===== config.mk =====
export PLATFORM = sky130hd
export DESIGN_NAME = func_param
export DESIGN_NICKNAME = d
export VERILOG_FILES = /design/src/rtl/func_param_pkg.sv /design/src/rtl/isqrt_iter.sv /design/src/rtl/func_param.sv
export SDC_FILE = /design/constraint.sdc
export NUM_CORES = 1
export LEC_CHECK = 0
export ABC_AREA = 1
export BUFFER_PORTS_ARGS = -buffer_cell sky130_fd_sc_hd__buf_2
export CORE_MARGIN = 2
export CORE_UTILIZATION = 38
export CTS_CLUSTER_SIZE = 8
export DETAILED_ROUTE_END_ITERATION = 16
export HOLD_SLACK_MARGIN = 0.02
export PLACE_DENSITY = 0.55
export RECOVER_POWER = 50
export SLEW_MARGIN = 20
export SYNTH_ARGS = -nofsm -noshare
export SYNTH_HDL_FRONTEND = slang
export SYNTH_HIERARCHICAL = 1
export SYNTH_SLANG_ARGS = --single-unit
export TNS_END_PERCENT = 30

===== constraint.sdc =====
create_clock -name clk_i -period 3.1 [get_ports clk_i]
set_input_delay 0.465 -clock clk_i [delete_from_list [all_inputs] [get_ports clk_i]]
set_output_delay 0.465 -clock clk_i [all_outputs]
set_load 0.01 [all_outputs]

===== src/rtl/func_param_pkg.sv =====
// Shared encodings for the func_param datapath: FSM states and operation modes.
package func_param_pkg;

  typedef enum logic [1:0] {
    IDLE = 2'd0,
    MUL1 = 2'd1,
    MUL2 = 2'd2,
    ADD  = 2'd3
  } state_t;

  localparam logic MODE_CUBE   = 1'b0;
  localparam logic MODE_SQUARE = 1'b1;

endpackage


===== src/rtl/isqrt_iter.sv =====
// Iterative integer square root, floor(sqrt(x)), two radicand bits per cycle.
// Finishes W/2 cycles after start_i; y_o holds the root until the next start.
module isqrt_iter #(
  parameter int W = 8
) (
  input  logic           clk_i,
  input  logic           rst_i,
  input  logic           start_i,
  input  logic [W-1:0]   x_i,
  output logic           busy_o,
  output logic [W/2-1:0] y_o
);

  localparam int H  = W / 2;
  localparam int RW = H + 3;
  localparam int CW = $clog2(H);
  localparam logic [CW-1:0] CNT_LAST = CW'(H - 1);

  logic [W-1:0]  x_reg;
  logic [RW-1:0] rem_reg;
  logic [H-1:0]  root_reg;
  logic [CW-1:0] cnt_reg;
  logic          busy_reg;

  logic [RW-1:0] rem_sh;
  logic [RW-1:0] trial;
  logic          fits;

  // Bring down the next two radicand bits and try appending a 1 to the root.
  assign rem_sh = (rem_reg << 2) | RW'(x_reg[W-1:W-2]);
  assign trial  = {1'b0, root_reg, 2'b01};
  assign fits   = (rem_sh >= trial);

  always_ff @(posedge clk_i) begin
    if (rst_i) begin
      x_reg    <= '0;
      rem_reg  <= '0;
      root_reg <= '0;
      cnt_reg  <= '0;
      busy_reg <= 1'b0;
    end else if (start_i) begin
      x_reg    <= x_i;
      rem_reg  <= '0;
      root_reg <= '0;
      cnt_reg  <= '0;
      busy_reg <= 1'b1;
    end else if (busy_reg) begin
      x_reg    <= x_reg << 2;
      rem_reg  <= fits ? (rem_sh - trial) : rem_sh;
      root_reg <= {root_reg[H-2:0], fits};
      cnt_reg  <= cnt_reg + 1'b1;
      if (cnt_reg == CNT_LAST) begin
        busy_reg <= 1'b0;
      end
    end
  end

  assign busy_o = busy_reg;
  assign y_o    = root_reg;

endmodule


===== src/rtl/func_param.sv =====
// y = a^3 + isqrt(b) (mode 0) or a^2 + isqrt(b) (mode 1), using one shift-add
// multiplier reused for both squaring and cubing; fixed latency 2W+1 / W+1.
module func_param
  import func_param_pkg::*;
#(
  parameter int W = 8
) (
  input  logic           clk_i,
  input  logic           rst_i,
  input  logic           start_i,
  input  logic           mode_i,
  input  logic [W-1:0]   a_i,
  input  logic [W-1:0]   b_i,
  output logic           busy_o,
  output logic           done_o,
  output logic [3*W-1:0] y_o
);

  localparam int YW = 3 * W;
  localparam int CW = $clog2(W);
  localparam logic [CW-1:0] CNT_LAST = CW'(W - 1);

  state_t          state_reg, state_next;
  logic [W-1:0]    a_reg, a_next;
  logic            mode_reg, mode_next;
  logic [YW-1:0]   mcand_reg, mcand_next;
  logic [W-1:0]    mplier_reg, mplier_next;
  logic [YW-1:0]   acc_reg, acc_next;
  logic [CW-1:0]   cnt_reg, cnt_next;
  logic [YW-1:0]   y_reg, y_next;
  logic            done_reg, done_next;

  logic            sq_start;
  logic            sq_busy;
  logic [W/2-1:0]  sq_root;
  logic [YW-1:0]   sum;

  isqrt_iter #(.W(W)) u_isqrt (
    .clk_i   (clk_i),
    .rst_i   (rst_i),
    .start_i (sq_start),
    .x_i     (b_i),
    .busy_o  (sq_busy),
    .y_o     (sq_root)
  );

  assign sum = acc_reg + (mplier_reg[0] ? mcand_reg : '0);

  always_comb begin
    state_next  = state_reg;
    a_next      = a_reg;
    mode_next   = mode_reg;
    mcand_next  = mcand_reg;
    mplier_next = mplier_reg;
    acc_next    = acc_reg;
    cnt_next    = cnt_reg;
    y_next      = y_reg;
    done_next   = 1'b0;
    sq_start    = 1'b0;

    case (state_reg)
      IDLE: begin
        if (start_i) begin
          a_next      = a_i;
          mode_next   = mode_i;
          mcand_next  = {{(2*W){1'b0}}, a_i};
          mplier_next = a_i;
          acc_next    = '0;
          cnt_next    = '0;
          sq_start    = 1'b1;
          state_next  = MUL1;
        end
      end
      MUL1, MUL2: begin
        acc_next    = sum;
        mcand_next  = mcand_reg << 1;
        mplier_next = mplier_reg >> 1;
        cnt_next    = cnt_reg + 1'b1;
        if (cnt_reg == CNT_LAST) begin
          cnt_next = '0;
          if (state_reg == MUL1 && mode_reg == MODE_CUBE) begin
            // Feed a*a back in as the multiplicand for the second pass.
            mcand_next  = sum;
            mplier_next = a_reg;
            acc_next    = '0;
            state_next  = MUL2;
          end else begin
            state_next = ADD;
          end
        end
      end
      ADD: begin
        y_next     = acc_reg + {{(YW - W/2){1'b0}}, sq_root};
        done_next  = 1'b1;
        state_next = IDLE;
      end
      default: state_next = IDLE;
    endcase
  end

  always_ff @(posedge clk_i) begin
    if (rst_i) begin
      state_reg  <= IDLE;
      a_reg      <= '0;
      mode_reg   <= MODE_CUBE;
      mcand_reg  <= '0;
      mplier_reg <= '0;
      acc_reg    <= '0;
      cnt_reg    <= '0;
      y_reg      <= '0;
      done_reg   <= 1'b0;
    end else begin
      state_reg  <= state_next;
      a_reg      <= a_next;
      mode_reg   <= mode_next;
      mcand_reg  <= mcand_next;
      mplier_reg <= mplier_next;
      acc_reg    <= acc_next;
      cnt_reg    <= cnt_next;
      y_reg      <= y_next;
      done_reg   <= done_next;
    end
  end

  // The root unit always finishes inside MUL1, so including it never widens busy.
  assign busy_o = (state_reg != IDLE) | sq_busy;
  assign done_o = done_reg;
  assign y_o    = y_reg;

endmodule


==> results.md <==
- Number of remaining DRC errors: 0
- Net count after synthesis: 1225
- Vias per inst: 4.88
- Final hold slack: 0.296 ns
- Final Cycle Share: 0.868
- Unique cell type count in the Yosys netlist: 49
- Filler cell count: 2129
- Area share of and/or/nand/nor cells after synthesis: 0.306
- Setup Crit Path Kind: flop to flop
- Syn-to-layout area delta: 12.9%
- Top-Level Pins: 46
- Total setup violations reported at the end of the flow: 0
- Startpoint type of the worst setup path: flop
- Worst IR drop on VDD: 0.458 mV
- Starting density of the core: 0.388
- Max-slew violation count: 0
- Net count of the finished layout: 1258
- Total overflow reported by the global router: 0
- Remaining antenna violation count after routing: 0
- Die Wd: 145 um
- Relative slew slack: 0.0938
- Met1 Use GR: 0.257
- Insertion delay to the later sink of the worst-skew pair: 0.42 ns
- WL per Instance: 14.2 um
- CP Cell Sequence: ha_1 -> nand3_1 -> nand2_1 -> nand2_2 -> a21boi_0 -> nand2_1 -> nand2_1 -> nand3_1 -> o211ai_1 -> inv_1
- Number of buffers inserted by port buffering: 45
- Maximum achievable frequency: 372 MHz
- Global-route wire length before repair: 33800 um
- Number of max-cap violations: 0
- Total of flip-flops plus latches after synthesis: 115
- Post_cts resized: 0
- Detailed router's first-iteration violation count: 359
- Half-perimeter wire length after detailed placement: 15800 um
- CTS root buf: clkbuf_16
- Met2 layer usage reported by global route: 0.339
- Ys Warns: 6
- Dominant combinational cell family by area after synthesis: simple AND/OR/NAND/NOR gates
- Number of placement rows: 51
- Pwr per Cell Area: 704 nW/um^2
- Crit end category: flop
- Number of enable flip-flop cells after synthesis: 0
- CP arrival: 3.00 ns
- Slowest cell delay on critical path: 1.02 ns
- Post-route setup TNS: 0 ns
- Worst min path class: primary input to flop
- Leakage power: 4.01 nW
- Largest net degree at the start of global routing: 55
- Met3 routing resource usage after global routing: 0.0418
- Number of iterations in the first detailed-routing pass: 5
- Commonest cells post-synth: 279 x nand2_1, 204 x inv_1, 115 x dfxtp_1
- Via count of the first global-routing pass: 6582
- Area of the core: 19500 um^2
- Top cells by area in the synthesized netlist: dfxtp_1 31%, nand2_1 14%, inv_1 10%, ha_1 6.5%, a21oi_1 6.2%
- CP most frequent cell: nand2_1
- Bufs on Longest Clock Path: 2
- Cell taking the most area after synthesis: dfxtp_1
- Final WL: 20900 um
- Xor and xnor fraction of the mapped netlist area: 0.0221
- Synth Flop Type: dfxtp_1
- Number of hold-slack violations in the final timing report: 0
- Slowest stage cell on the critical path: a21boi_0
- Share of cell area taken by muxes after synthesis: 0
- Vias: 7186
- Routability-driven placement congestion ratio: 0.891
- Area of the mapped netlist: 7550 um^2
- Clock tree from TritonCTS: yes
- Crit-path max FO: 9
- Ratio of cells with drive above 1 in the final layout: 0.0794
- Mean Syn Cell Area: 6.48 um^2
- Number of clock sinks seen by CTS: 115
- Synth Area in Compound Gates: 0.162
- Height of the die: 145 um
- Sequential cell area fraction in the yosys report: 0.305
- Adder-cell area share of the yosys netlist: 0.0700
- Status: finished, final reports clean
- WP data required: 3.41 ns
- Initial antenna violation count: 0
- Maximum clock skew at final layout: 0.00889 ns
- Share of Yosys cell area claimed by the top area cell type: 0.305
- RSZ-0062 raised after global routing: no
- Number of hold-repair buffers added at the cts stage: 0
- Transition time at the pin with the least slew margin: 1.35 ns
- Clock transition at path regs: 0.06 ns
- Count leader, synth: nand2_1
- H-tree depth: 4
- Overall global routing resource usage: 0.200
- Busiest layer in global routing: met2
- Ys async rst share: 0
- Number of cells produced by synthesis: 1164
- Number of cells traversed by the worst register-to-register path: 10
- Die area: 21000 um^2
- Hold Path Cell Cnt: 3
- Number of clock buffers inserted by TritonCTS: 17
- Clock period minus final worst setup slack: 2.69 ns
- Number of buffers inserted to repair setup after CTS: 0
- Count of antenna diodes in the layout: 0
## worst paths after layout
path                            from                  to  slack [ns]
setup reg to reg          acc_reg[2]             y_o[13]        0.41
setup / recovery          acc_reg[2]             y_o[13]        0.41
hold / removal                b_i[1]    u_isqrt/x_reg[1]        0.30
hold reg to reg   u_isqrt/cnt_reg[1]  u_isqrt/cnt_reg[1]        0.47
## layout make-up
type                    count  area, um^2  area share
clock inverters            11         183      0.0214
flip-flops and latches    115        2300       0.270
repair buffers             52         245      0.0288
clock buffers              20         457      0.0536
well taps                 265         332      0.0389
multi-input cells         798        4200       0.493
inverters                 213         801      0.0940
## routing by layer
layer / up-vias / wire length (um) / part of all wire
li1: 3781 / - / -
met1: 3263 / 9890 / 0.47
met2: 115 / 10000 / 0.48
met3: 27 / 637 / 0.030
met4: 0 / 360 / 0.017
met5: - / 0 / 0
## metrics by stage
step                      setup WS [ns]  area [um^2]   util  instances  power (mW)
after CTS                         0.557         8590  0.441       1474        6.07
after floorplan                   0.949         7550      -       1164        3.48
after global placement            0.592         7950  0.408       1443        3.89
after detailed placement          0.564         7950  0.408       1443        3.90
after global routing              0.160         8520  0.438       1474        6.38
final                             0.410         8520  0.438       1474        6.00
## report_power, final
| part | internal, mW | switching (mW) |
|---|---|---|
| Clock | 1.46 | 0.698 |
| Sequential | 1.75 | 0.153 |
| Combinational | 0.590 | 1.36 |
| Total | 3.79 | 2.21 |
## critical path: cells and delay by family (launching register included)
family	cells	cell delay [ns]
flip-flops	1	0.35
adder cells (fa/ha/maj)	1	0.37
buffers and inverters	1	0.06
AO/OA/AOI/OAI	2	1.14
AND/OR/NAND/NOR	6	0.67
## cell usage in the layout (no fill, tap or decap), types with 2 or more instances in the layout
cell / Yosys / routed
bufinv_16: 0 / 5
clkbuf_1: 13 / 27
buf_4: 5 / 7
o22ai_1: 13 / 13
nand2_1: 279 / 283
a211oi_1: 4 / 4
fa_1: 2 / 2
clkbuf_8: 1 / 2
inv_1: 204 / 207
o211ai_1: 7 / 7
o221ai_1: 2 / 2
nand4_1: 13 / 13
nand3b_1: 9 / 9
nor3_1: 6 / 6
a221oi_2: 2 / 2
nor2_2: 7 / 6
nor3_2: 3 / 3
o21ai_1: 7 / 4
a21oi_1: 94 / 95
nor2_4: 5 / 5
o21ai_0: 61 / 64
xnor2_1: 7 / 7
nand3_1: 80 / 81
dfxtp_1: 115 / 115
a31oi_1: 7 / 7
a221oi_1: 8 / 8
buf_2: 14 / 19
clkbuf_16: 0 / 17
inv_2: 8 / 5
ha_1: 39 / 39
o21bai_1: 3 / 3
and2_1: 3 / 3
nor2_1: 95 / 96
nand3_2: 4 / 3
clkinv_2: 1 / 6
xor2_1: 12 / 12
nand2_2: 14 / 10
## kinds of logic (layout without fill, tap and decap cells)
family / Yosys count / after routing
AO/OA/AOI/OAI: 214 / 214
flip-flops: 115 / 115
AND/OR/NAND/NOR: 524 / 524
buffers and inverters: 251 / 296
XOR/XNOR: 19 / 19
adder cells (fa/ha/maj): 41 / 41
No activity file was read; power rests on OpenSTA's default activity.
